**src/rtl/ram_arb_pkg.sv**
```systemverilog
// rtl/ram_arb_pkg.sv - shared constants and helpers for the RAM arbiter
//
// Purpose : statistics counter width and the round-robin pointer wrap helper
//           used by rr_arbiter and ram_arbiter.
// Ports   : none (package).
package ram_arb_pkg;

    localparam int STAT_WIDTH = 32;

    // Pointer that follows a winner: one past it, wrapping at n.
    function automatic int unsigned rr_next(input int unsigned ptr, input int unsigned n);
        return (ptr + 32'd1 >= n) ? 32'd0 : ptr + 32'd1;
    endfunction

endpackage

```
**src/rtl/rr_arbiter.sv**
```systemverilog
// rtl/rr_arbiter.sv - round-robin arbiter with its own priority pointer
//
// Purpose : grants the first requesting bit at or after the pointer, searching
//           upward with wrap. The pointer moves to winner+1 on a grant and holds
//           otherwise. Grants are suppressed while rst is high.
// Ports   : clk, rst (sync, active-high)
//           req[N]       - request vector
//           grant[N]     - one-hot grant (all zero when nothing requests)
//           grant_idx    - index of the granted bit (0 when no grant)
module rr_arbiter
    import ram_arb_pkg::*;
#(
    parameter int N = 4
) (
    input  logic                 clk,
    input  logic                 rst,
    input  logic [N-1:0]         req,
    output logic [N-1:0]         grant,
    output logic [$clog2(N)-1:0] grant_idx
);

    localparam int IDX_W = $clog2(N);

    logic [IDX_W-1:0] ptr_q;
    logic [IDX_W-1:0] ptr_d;
    logic [IDX_W-1:0] cand;
    logic             found;

    always_comb begin
        grant     = '0;
        grant_idx = '0;
        found     = 1'b0;
        cand      = '0;
        if (!rst) begin
            for (int off = 0; off < N; off++) begin
                cand = IDX_W'((int'(ptr_q) + off) % N);
                if (!found && req[cand]) begin
                    found       = 1'b1;
                    grant[cand] = 1'b1;
                    grant_idx   = cand;
                end
            end
        end
    end

    always_comb begin
        ptr_d = ptr_q;
        if (found) begin
            ptr_d = IDX_W'(rr_next(32'(grant_idx), N));
        end
    end

    always_ff @(posedge clk) begin
        if (rst) begin
            ptr_q <= '0;
        end else begin
            ptr_q <= ptr_d;
        end
    end

endmodule

```
**src/rtl/ram_arbiter.sv**
```systemverilog
// rtl/ram_arbiter.sv - shares one simple dual-port RAM among NUM_REQ requesters
//
// Purpose : independent round-robin arbitration of a write pool and a read pool
//           each cycle; drives the RAM write port and combinational read port,
//           returns registered read data one cycle after the read grant.
// Option  : RAM_ARB_STATS_EN adds saturating accept counters stat_rd_cnt and
//           stat_wr_cnt (STAT_WIDTH bits, cleared by rst).
// Ports   : clk, rst (sync, active-high)
//           req_valid/req_we[NUM_REQ], req_addr/req_wdata (flattened slices)
//           req_ready[NUM_REQ] - grant, transfer on valid & ready
//           rsp_valid[NUM_REQ], rsp_rdata - read response, one cycle after grant
//           ram_waddr, ram_wen, ram_wdata - RAM write port
//           ram_raddr, ram_rdata          - RAM read port (combinational data)
module ram_arbiter
    import ram_arb_pkg::*;
#(
    parameter int NUM_REQ    = 4,
    parameter int ADDR_WIDTH = 8,
    parameter int DATA_WIDTH = 32
) (
    input  logic                             clk,
    input  logic                             rst,
    input  logic [NUM_REQ-1:0]               req_valid,
    input  logic [NUM_REQ-1:0]               req_we,
    input  logic [NUM_REQ*ADDR_WIDTH-1:0]    req_addr,
    input  logic [NUM_REQ*DATA_WIDTH-1:0]    req_wdata,
    output logic [NUM_REQ-1:0]               req_ready,
    output logic [NUM_REQ-1:0]               rsp_valid,
    output logic [DATA_WIDTH-1:0]            rsp_rdata,
    output logic [ADDR_WIDTH-1:0]            ram_waddr,
    output logic [ADDR_WIDTH-1:0]            ram_raddr,
    output logic                             ram_wen,
    output logic [DATA_WIDTH-1:0]            ram_wdata,
    input  logic [DATA_WIDTH-1:0]            ram_rdata
`ifdef RAM_ARB_STATS_EN
    ,
    output logic [STAT_WIDTH-1:0]            stat_rd_cnt,
    output logic [STAT_WIDTH-1:0]            stat_wr_cnt
`endif
);

    localparam int IDX_W = $clog2(NUM_REQ);

    logic [NUM_REQ-1:0]    wr_pool;
    logic [NUM_REQ-1:0]    rd_pool;
    logic [NUM_REQ-1:0]    wr_grant;
    logic [NUM_REQ-1:0]    rd_grant;
    logic [IDX_W-1:0]      wr_idx;
    logic [IDX_W-1:0]      rd_idx;
    logic                  wr_any;
    logic                  rd_any;

    logic [ADDR_WIDTH-1:0] raddr_q;
    logic [ADDR_WIDTH-1:0] raddr_d;
    logic [NUM_REQ-1:0]    rsp_valid_q;
    logic [NUM_REQ-1:0]    rsp_valid_d;
    logic [DATA_WIDTH-1:0] rsp_rdata_q;
    logic [DATA_WIDTH-1:0] rsp_rdata_d;

    // A requester is re-pooled every cycle from its current we bit.
    assign wr_pool = req_valid & req_we;
    assign rd_pool = req_valid & ~req_we;

    rr_arbiter #(.N(NUM_REQ)) u_wr_arb (
        .clk       (clk),
        .rst       (rst),
        .req       (wr_pool),
        .grant     (wr_grant),
        .grant_idx (wr_idx)
    );

    rr_arbiter #(.N(NUM_REQ)) u_rd_arb (
        .clk       (clk),
        .rst       (rst),
        .req       (rd_pool),
        .grant     (rd_grant),
        .grant_idx (rd_idx)
    );

    assign wr_any    = |wr_grant;
    assign rd_any    = |rd_grant;
    assign req_ready = wr_grant | rd_grant;

    always_comb begin
        raddr_d = raddr_q;
        if (rd_any) begin
            raddr_d = req_addr[32'(rd_idx)*ADDR_WIDTH +: ADDR_WIDTH];
        end
        ram_raddr = raddr_d;

        ram_wen = wr_any;
        if (wr_any) begin
            ram_waddr = req_addr[32'(wr_idx)*ADDR_WIDTH +: ADDR_WIDTH];
            ram_wdata = req_wdata[32'(wr_idx)*DATA_WIDTH +: DATA_WIDTH];
        end else begin
            // Idle write address differs from the read address so the RAM's
            // write-to-read bypass can never fire on stale write data.
            ram_waddr = raddr_d ^ ADDR_WIDTH'(1);
            ram_wdata = '0;
        end

        rsp_valid_d = rd_grant;
        rsp_rdata_d = rd_any ? ram_rdata : rsp_rdata_q;
    end

    always_ff @(posedge clk) begin
        if (rst) begin
            raddr_q     <= '0;
            rsp_valid_q <= '0;
            rsp_rdata_q <= '0;
        end else begin
            raddr_q     <= raddr_d;
            rsp_valid_q <= rsp_valid_d;
            rsp_rdata_q <= rsp_rdata_d;
        end
    end

    // A response in flight when rst rises is dropped in that same cycle.
    assign rsp_valid = rsp_valid_q & {NUM_REQ{~rst}};
    assign rsp_rdata = rsp_rdata_q;

`ifdef RAM_ARB_STATS_EN
    logic [STAT_WIDTH-1:0] rd_cnt_q;
    logic [STAT_WIDTH-1:0] rd_cnt_d;
    logic [STAT_WIDTH-1:0] wr_cnt_q;
    logic [STAT_WIDTH-1:0] wr_cnt_d;

    always_comb begin
        rd_cnt_d = rd_cnt_q;
        wr_cnt_d = wr_cnt_q;
        if (rd_any && !(&rd_cnt_q)) begin
            rd_cnt_d = rd_cnt_q + STAT_WIDTH'(1);
        end
        if (wr_any && !(&wr_cnt_q)) begin
            wr_cnt_d = wr_cnt_q + STAT_WIDTH'(1);
        end
    end

    always_ff @(posedge clk) begin
        if (rst) begin
            rd_cnt_q <= '0;
            wr_cnt_q <= '0;
        end else begin
            rd_cnt_q <= rd_cnt_d;
            wr_cnt_q <= wr_cnt_d;
        end
    end

    assign stat_rd_cnt = rd_cnt_q;
    assign stat_wr_cnt = wr_cnt_q;
`endif

endmodule

```
**config.mk**
```make
export PLATFORM = sky130hd
export DESIGN_NAME = ram_arbiter
export DESIGN_NICKNAME = d
export VERILOG_FILES = /design/src/rtl/ram_arb_pkg.sv /design/src/rtl/rr_arbiter.sv /design/src/rtl/ram_arbiter.sv
export SDC_FILE = /design/constraint.sdc
export NUM_CORES = 1
export LEC_CHECK = 0
export CAP_MARGIN = 20
export CORE_AREA = 2 2 114 116
export DETAILED_ROUTE_END_ITERATION = 7
export DIE_AREA = 0 0 116 118
export DONT_BUFFER_PORTS = 1
export GPL_ROUTABILITY_DRIVEN = 1
export PLACE_DENSITY_LB_ADDON = 0.08
export SLEW_MARGIN = 20
export SYNTH_ARGS = -nofsm -noshare
export SYNTH_HDL_FRONTEND = slang
export SYNTH_SLANG_ARGS = --single-unit
```
**constraint.sdc**
```tcl
create_clock -name clk -period 7 [get_ports clk]
set_input_delay 2.1 -clock clk [delete_from_list [all_inputs] [get_ports clk]]
set_output_delay 2.1 -clock clk [all_outputs]
set_load 0.01 [all_outputs]
```
==> results of run 1 <==
worst max path at each step:
stage	startpoint	end	slack, ns	cells after the start
finish	req_valid[0]	ram_waddr[2]	0.14	11
global route	req_valid[0]	ram_waddr[2]	0.02	11
CTS	req_valid[0]	ram_waddr[2]	0.09	11
detailed placement	req_valid[0]	ram_waddr[2]	0.08	11
global placement	req_valid[2]	ram_waddr[2]	0.16	11
floorplan	req_valid[1]	ram_waddr[0]	0.11	8
worst max-delay path, delay by kind of cell:
kind                   cells  cell delay [ns]
AOI/OAI and AO/OA          2             0.44
muxes                      4             1.43
buffers and inverters      3             0.48
and+or+nand+nor            2             0.30
metrics by stage:
| stage | worst slack (ns) | hold WS (ns) | util (%) | cell area (sq um) | instances |
|---|---|---|---|---|---|
| floorplan | 0.1081 | 0.4747 | - | 4553 | 537 |
| global placement | 0.1599 | 0.5081 | 39.28 | 4876 | 695 |
| detailed placement | 0.08109 | 0.5067 | 39.28 | 4876 | 695 |
| CTS | 0.09200 | 0.5224 | 40.66 | 5047 | 703 |
| global route | 0.01565 | 0.5381 | 40.75 | 5059 | 703 |
| finish | 0.1399 | 0.5233 | 40.75 | 5059 | 703 |
layer usage:
layer  global-route usage [%]  part of all wire (%)  vias to the layer above
li1                         -                     -                     1927
met1                    24.72                    42                     1878
met2                    33.41                    48                      207
met3                    4.789                   9.3                        8
met4                    4.390                   1.1                        0
met5                        0                     0                        -
area by class of cell:
cell class	instances	area [sq um]	share of cell area, %
Inverter	11	41.29	0.8162
Clock inverter	3	46.29	0.9152
Clock buffer	5	125.1	2.473
Multi-Input combinational cell	440	3423	67.67
Tap cell	172	215.2	4.254
Sequential cell	48	960.9	19.00
Timing Repair Buffer	24	246.5	4.873
power by group through the flow:
stage                     registers (W)  logic, W  clock network [W]
after floorplan                0.000433  0.000944                  0
after global placement         0.000443   0.00123                  0
after detailed placement       0.000441   0.00125                  0
after CTS                      0.000435   0.00125           0.000286
after global routing           0.000445   0.00136           0.000298
final                          0.000435   0.00124           0.000278
sequential cells by signal, indices dropped and copies added, names as in the netlist:
| register | flops |
|---|---|
| raddr_q | 8 |
| rsp_rdata | 32 |
| rsp_valid_q | 4 |
| u_rd_arb.ptr_q | 2 |
| u_wr_arb.ptr_q | 2 |
cell usage after synthesis (2+ instances only):
cell type	n	area, sq um
and3_1	34	212.7
nand2_1	79	296.5
and2_1	4	25.02
dfxtp_1	48	960.9
or4_1	3	22.52
ha_1	16	200.2
inv_1	11	41.29
or2_2	5	31.28
nand2b_1	6	37.54
mux4_2	3	67.56
nand4_1	3	18.77
nand3_1	4	20.02
a2bb2oi_1	2	17.52
nor2b_1	7	43.79
clkbuf_1	24	90.09
nor3_1	9	45.04
a221oi_1	2	17.52
o211ai_1	3	22.52
a22o_1	4	35.03
xnor2_1	2	17.52
o21ai_0	5	25.02
nor2_1	51	191.4
a221o_1	7	70.07
mux2i_1	132	1321
o22ai_1	2	12.51
buf_1	3	11.26
buf_2	10	50.05
a21oi_1	11	55.05
a311oi_1	3	26.28
mux4_1	8	210.2
a31oi_1	3	18.77
mux2_2	8	90.09
a211oi_1	3	22.52
timing repair:
| action | in CTS | in global routing |
|---|---|---|
| resized for setup | 0 | 3 |
| endpoints found under the setup margin | 0 | 3 |
| buffers inserted | 0 | 0 |
placed cells by master (no fill, tap or decap), drive strengths merged, types with 5 or more instances in the layout:
master / netlist / routed
mux2i: 132 / 132
nand2: 79 / 79
nor2: 52 / 52
dfxtp: 48 / 48
and3: 34 / 34
buf: 14 / 24
ha: 16 / 16
inv: 11 / 12
a21oi: 11 / 11
mux4: 11 / 11
nor3: 9 / 9
mux2: 9 / 9
nor2b: 9 / 9
a221o: 7 / 7
nand2b: 6 / 6
o21ai: 6 / 6
or2: 5 / 5
clkbuf: 24 / 5
kinds of logic (layout without fill, tap and decap cells):
logic type | after synthesis | after routing | share of synthesized area [%]
and+or+nand+nor | 214 | 214 | 22.42
muxes | 152 | 152 | 37.43
DFF | 48 | 48 | 21.10
xor gates and xnor gates | 2 | 2 | 0.3848
adders and majority gates | 16 | 16 | 4.397
AOI/OAI and AO/OA | 56 | 56 | 9.866
buffers and inverters | 49 | 43 | 4.397
==> run summary, run 1 <==
vias per cell = 5.718
vias in the first global route = 3894
row count = 41
final wirelength = 14.16 mm
Crit Path Class = primary input to output port
hold path depth = 2
GP Congestion = 0.8454
Seq pwr share = 22.2%
main flop type after synthesis = dfxtp_1
Distinct cells, synth = 55
Starting Density = 36.68%
Crit-path slowest cell = mux4_2
post-synthesis sequential area ratio = 21.10%
Pleak = 2.091 nW
final hold violations = 0
setup TNS = 0 ns
r2r endpoint = raddr_q[6]$_SDFF_PP0_
DR pass1 iterations = 5
Worst Hold Class = flip-flop to flip-flop
Hold Path Origin = raddr_q[1]$_SDFF_PP0_
Root Buffer = clkbuf_16
ANT cells = 0
Sink Count = 48
Reg-to-Reg Start = u_rd_arb.ptr_q[1]$_SDFFE_PP0P_
Pint = 0.001064 W
Seq cells post-synth = 48
power after layout = 0.001958 W
share of cells above drive strength 1 = 11.30%
die area = 13690 sq um
Max Fclk = 145.8 MHz
Tot GR Track Use = 19.58%
Detail Route Antenna Nets = 0
GRT overflow = 0
status = finished clean
CP max stage delay = 0.56 ns
R2R cell count = 12
antenna violations before repair = 0
final setup violation count = 0
pin count of the biggest net entering global routing = 62
Routed WL per cell = 20.14 um
Mapped Avg Cell Area = 8.479 sq um
die height = 118 um
Logic pwr share = 63.6%
RSZ-0062 raised after global routing = no
fin nets = 748
CTS tree = built
Slew @ Worst Pin = 0.7031 ns
Area Overhead vs Synth = 11.10%
max_slew headroom = 52.47%
switching share of power = 45.68%
Die W = 116 um
Syn Inst Count = 537
IO Count = 291
Max Cap Violations = 0
clock share of power = 14.2%
Post-Syn Nets = 755
FFs w/ async S/R, synth = 0%
CP Data Required Time = 4.90 ns
Worst EP arrival = 4.76 ns
Critical Path Most Common Cell = buf_4
yosys warns = 0
CP Capture Type = output port
clk_skew = 0.002780 ns
cts bufs inserted = 5
Filler cells = 1284
global-route wire length before repair = 21.43 mm
core area = 12410 sq um
crit share post-route = 98.00%
CTS hold repair buffers = 0
htree depth = 2
DRC = 0
Net Sw Power = 0.0008944 W
Worst Hold Path EP = raddr_q[1]$_SDFF_PP0_
Clock Latency Late Sink = 0.29 ns
hpwl dp = 11.26 mm
Peak VDD IR = 0.0001275 V
Worst Setup Start Kind = primary input
Port Buffers = 0
fin. max-slew vios = 0
Synth Cell Area = 4553 sq um
clock-pin slew on the worst setup and hold paths = 0.06 ns
pwr dens = 387.1 nW/um^2
crit path max fanout = 8
initial DRC count = 271
DR vias = 4020
Bufs on Longest Clock Path = 2
Critical Path, Cell by Cell = nor2b_1, mux4_2, nor2_2, o21ai_2, a2111oi_4, buf_6, buf_4, mux4_1, mux2i_2, mux2i_1, buf_4
reg2reg setup slack = 3.25 ns
min Tclk post-route = 6.860 ns
EDFF count, synth = 0
Note: power is estimated with default switching activity, not from simulation.
==> inputs of run 2 (changes only) <==
--- a/config.mk
+++ b/config.mk
@@ -11,8 +11,10 @@
 export DIE_AREA = 0 0 116 118
 export DONT_BUFFER_PORTS = 1
 export GPL_ROUTABILITY_DRIVEN = 1
+export MAX_ROUTING_LAYER = met4
 export PLACE_DENSITY_LB_ADDON = 0.08
 export SLEW_MARGIN = 20
 export SYNTH_ARGS = -nofsm -noshare
 export SYNTH_HDL_FRONTEND = slang
 export SYNTH_SLANG_ARGS = --single-unit
+export TNS_END_PERCENT = 30
==> run 2 against run 1 <==
  * Total power fell by 0.11%
  * Flip-flop and latch count did not move
  * Non-clock buffer count did not move
  * Final cell count did not move
  * First-iteration DRC count rose by 2.2%
  * Worst setup slack got worse by 0.0046 ns
  * Register-to-register slack barely moved
  * Worst hold slack barely moved
==> run summary, run 2 (same netlist as run 1, synthesis figures left out) <==
status = finished clean
row count = 41
Worst Setup Start Kind = primary input
R2R cell count = 12
clock-pin slew on the worst setup and hold paths = 0.06 ns
vias per cell = 5.700
power after layout = 0.001956 W
DRC = 0
Clock Latency Late Sink = 0.29 ns
Reg-to-Reg Start = u_rd_arb.ptr_q[1]$_SDFFE_PP0P_
max_slew headroom = 52.80%
Area Overhead vs Synth = 11.10%
vias in the first global route = 3913
Crit Path Class = primary input to output port
most frequent cells in the layout = mux2i_1, nand2_1, nor2_1
Root Buffer = clkbuf_16
max reg flops = 32
GP Congestion = 0.8587
setup TNS = 0 ns
Worst EP arrival = 4.76 ns
Port Buffers = 0
die area = 13690 sq um
Worst Hold Class = flip-flop to flip-flop
Slew @ Worst Pin = 0.6982 ns
DR vias = 4007
cts bufs inserted = 5
global-route wire length before repair = 21.42 mm
crit path launch = req_valid[0]
Peak VDD IR = 0.0001275 V
crit path capture = ram_waddr[2]
htree depth = 2
Max Cap Violations = 0
GRT overflow = 0
hpwl dp = 11.26 mm
Top Usage Layer GRT = met2
CTS tree = built
Sink Count = 48
Routed WL per cell = 20.18 um
GRT met3 Usage = 4.686%
final hold violations = 0
CP Data Required Time = 4.90 ns
reg2reg setup slack = 3.24 ns
IO Count = 291
initial DRC count = 277
antenna violations before repair = 0
CP Capture Type = output port
final setup violation count = 0
share of cells above drive strength 1 = 11.30%
Starting Density = 36.68%
DR pass1 iterations = 4
CTS hold repair buffers = 0
Filler cells = 1284
grt met1 use = 24.53%
Pleak = 2.091 nW
core area = 12410 sq um
ANT cells = 0
most common cell after layout, fill and taps aside = mux2i_1
Detail Route Antenna Nets = 0
RSZ-0062 raised after global routing = no
met2 GRT Util = 33.59%
Tot GR Track Use = 20.09%
Bufs on Longest Clock Path = 2
Max Fclk = 145.7 MHz
fin nets = 748
final wirelength = 14.19 mm
crit share post-route = 98.07%
die height = 118 um
min Tclk post-route = 6.865 ns
pin count of the biggest net entering global routing = 62
clk_skew = 0.002785 ns
crit path max fanout = 8
r2r endpoint = raddr_q[6]$_SDFF_PP0_
fin. max-slew vios = 0
Die W = 116 um
pwr dens = 386.7 nW/um^2
## run 2: routing by layer
metal / up-vias / part of all wire, %
met5: - / 0
met1: 1873 / 42
met4: 0 / 0.70
met2: 199 / 48
li1: 1931 / -
met3: 4 / 9.1
## run 2: stage by stage
| step | hold WS, ns | util [%] | instance area (sq um) | setup slack, ns | cells |
|---|---|---|---|---|---|
| 6_report | 0.5238 | 40.75 | 5059 | 0.1354 | 703 |
| 5_1_grt | 0.5381 | 40.75 | 5059 | 0.01539 | 703 |
| 4_1_cts | 0.5224 | 40.66 | 5047 | 0.09200 | 703 |
| 3_5_place_dp | 0.5067 | 39.28 | 4876 | 0.08109 | 695 |
| 3_3_place_gp | 0.5081 | 39.28 | 4876 | 0.1599 | 695 |
| 2_1_floorplan | 0.4747 | - | 4553 | 0.1081 | 537 |
## run 2: what timing repair did
action,4_1_cts,5_1_grt
gates resized for setup,0,3
hold endpoints to repair,0,0
setup buffers,0,0
endpoints found under the setup margin,0,3
## run 2: worst max-delay path, cell delays in order
cell and delay (ns):
nor2b_1 0.15, mux4_2 0.56, nor2_2 0.15, o21ai_2 0.08
a2111oi_4 0.36, buf_6 0.18, buf_4 0.15, mux4_1 0.56
mux2i_2 0.21, mux2i_1 0.10, buf_4 0.15
## run 2: layout make-up
class	instances	area [sq um]	area share, %
tap	172	215.2	4.254
multi-input combinational	440	3423	67.67
clock buffer	5	125.1	2.473
clock inverter	3	46.29	0.9152
sequential	48	960.9	19.00
inverter	11	41.29	0.8162
timing repair buffer	24	246.5	4.873
## run 2: worst min-delay path by stage
stage	startpoint	to	slack, ns	depth (start not counted)
final	raddr_q[1]$_SDFF_PP0_	raddr_q[1]$_SDFF_PP0_	0.52	2
after global routing	raddr_q[1]$_SDFF_PP0_	raddr_q[1]$_SDFF_PP0_	0.54	2
after floorplan	raddr_q[1]$_SDFF_PP0_	raddr_q[1]$_SDFF_PP0_	0.47	2
after global placement	raddr_q[4]$_SDFF_PP0_	raddr_q[4]$_SDFF_PP0_	0.51	2
after CTS	raddr_q[1]$_SDFF_PP0_	raddr_q[1]$_SDFF_PP0_	0.52	2
after detailed placement	raddr_q[1]$_SDFF_PP0_	raddr_q[1]$_SDFF_PP0_	0.51	2
## run 2: where the power goes
part | internal (W) | switching, W
Clock | 0.000170 | 0.000106
Combinational | 0.000532 | 0.000713
Sequential | 0.000362 | 0.0000731
Total | 0.00106 | 0.000892
==> inputs of run 3 (changes only) <==
--- a/config.mk
+++ b/config.mk
@@ -5,6 +5,7 @@
 export SDC_FILE = /design/constraint.sdc
 export NUM_CORES = 1
 export LEC_CHECK = 0
+export ABC_CLOCK_PERIOD_IN_PS = 7000
 export CAP_MARGIN = 20
 export CORE_AREA = 2 2 114 116
 export DETAILED_ROUTE_END_ITERATION = 7
==> results of run 3 <==
No change in the layout: final DEF, timing and power equal those of run 2.
==> patch, RTL diff (settings of run 2) <==
Build with the macro `RAM_ARB_STATS_EN` defined.
--- a/src/rtl/ram_arbiter.sv
+++ b/src/rtl/ram_arbiter.sv
@@ -11,6 +11,8 @@
 //           rsp_valid[NUM_REQ], rsp_rdata - read response, one cycle after grant
 //           ram_waddr, ram_wen, ram_wdata - RAM write port
 //           ram_raddr, ram_rdata          - RAM read port (combinational data)
+`define RAM_ARB_STATS_EN
+
 module ram_arbiter
     import ram_arb_pkg::*;
 #(
New outputs: stat_rd_cnt and stat_wr_cnt. Check against the original RTL: not settled (the Yosys comparison gave no result); the edit may change what the design does.
==> patch against run 2 <==
- register-to-register slack got worse by 1.2 ns
- worst setup slack got worse by 0.0053 ns
- synthesized area is 73% higher
- sequential cell count rose by 64
- critical endpoint is now ram_wdata[18]
- clock power rose by 93%
- combinational power rose by 66%
- cell area grew 64%
- synthesized cell count increased by 57%
- global-route usage is 16 points higher
- routed wire length up 78%
- largest cell class unchanged
- maximum frequency about the same
- critical path depth is 4 lower
- non-clock buffer count down 10
- power up 77%
==> patch: results (changes against run 2) <==
Layout
  – #MultiIn Comb: 660 (was 440)
  – Buffers, non-clock: 14 (was 24)
  – Diodes inserted: 21 (was 0)
  – # fillers: 1061 (was 1284)
  – Multi-input gate area: 5300 um2 (was 3420 um2)
  – Non-clk buf share: 1.57% (was 4.87%)
  – Share of cells above drive strength 1: 14.7% (was 11.3%)
  – Final nets: 1029 (was 748)
  – Register area: 2240 um2 (was 961 um2)

Logic synthesis
  – Yosys cell types: 73 (was 55)
  – Post-Syn Nets: 1063 (was 755)
  – Adder-Cell Fraction of Synth Area: 2.85% (was 4.40%)
  – Most frequent cells after synthesis: dfxtp_1 (112), nor2_1 (89), mux2i_1 (81), and2_1 (50), nand2_1 (43) (was mux2i_1 (132), nand2_1 (79), nor2_1 (51), dfxtp_1 (48), and3_1 (34))
  – Synth top area cells: dfxtp_1 (28%), mux4_2 (11%), mux2i_1 (10%) (was mux2i_1 (29%), dfxtp_1 (21%), nand2_1 (6.5%))
  – Mapped Avg Cell Area: 9.37 um2 (was 8.48 um2)

STA
  – Relative slew slack: 30.3% (was 52.8%)

GRT
  – First-pass GRT wire length: 37100 um (was 21400 um)
  – Gr usage total: 36.5% (was 20.1%)
  – Largest net degree at the start of global routing: 115 (was 62)

Placed design
  – GPL Wtd Cong: 1.15 (was 0.859)
  – DP Worst Slack: 0.141 ns (was 0.0811 ns)

Worst setup path
  – Family with the most delay on the worst path: compound AO/OA/AOI/OAI gates (was multiplexers)

Run status
  – Run status: finished clean (unchanged)

Power and ir drop
  – Clock group share of total power: 15.4% (was 14.1%)
  – P_int: 1.87 mW (was 1.06 mW)

Detailed routing
  – Detailed-route via count: 6843 (was 4007)
patch: worst paths after layout:
path                          start              end  slack (ns)  cells past startpoint
hold / removal      stat_wr_cnt[29]  stat_wr_cnt[29]        0.55                      2
hold reg to reg     stat_wr_cnt[29]  stat_wr_cnt[29]        0.55                      2
setup / recovery       req_valid[0]    ram_wdata[18]        0.13                      7
setup reg to reg  u_rd_arb.ptr_q[1]  stat_rd_cnt[22]        2.05                     11
patch: worst reg2reg max path: stages, from the launching register on:
cell and delay, ns:
dfxtp_1 0.58, inv_1 0.23, ha_1 0.54, and4b_1 0.31, o41ai_1 0.73, mux2_2 0.32, o31ai_4 0.08, a21oi_4 0.44
buf_4 0.73, nand2_2 0.24, or4_1 0.52, a21oi_1 0.16
patch: layer usage:
metal  vias up  track usage (%)
li1       3096                -
met1      3327             43.8
met2       380             51.9
met3        40             22.3
met4         0             9.30
met5         -                -
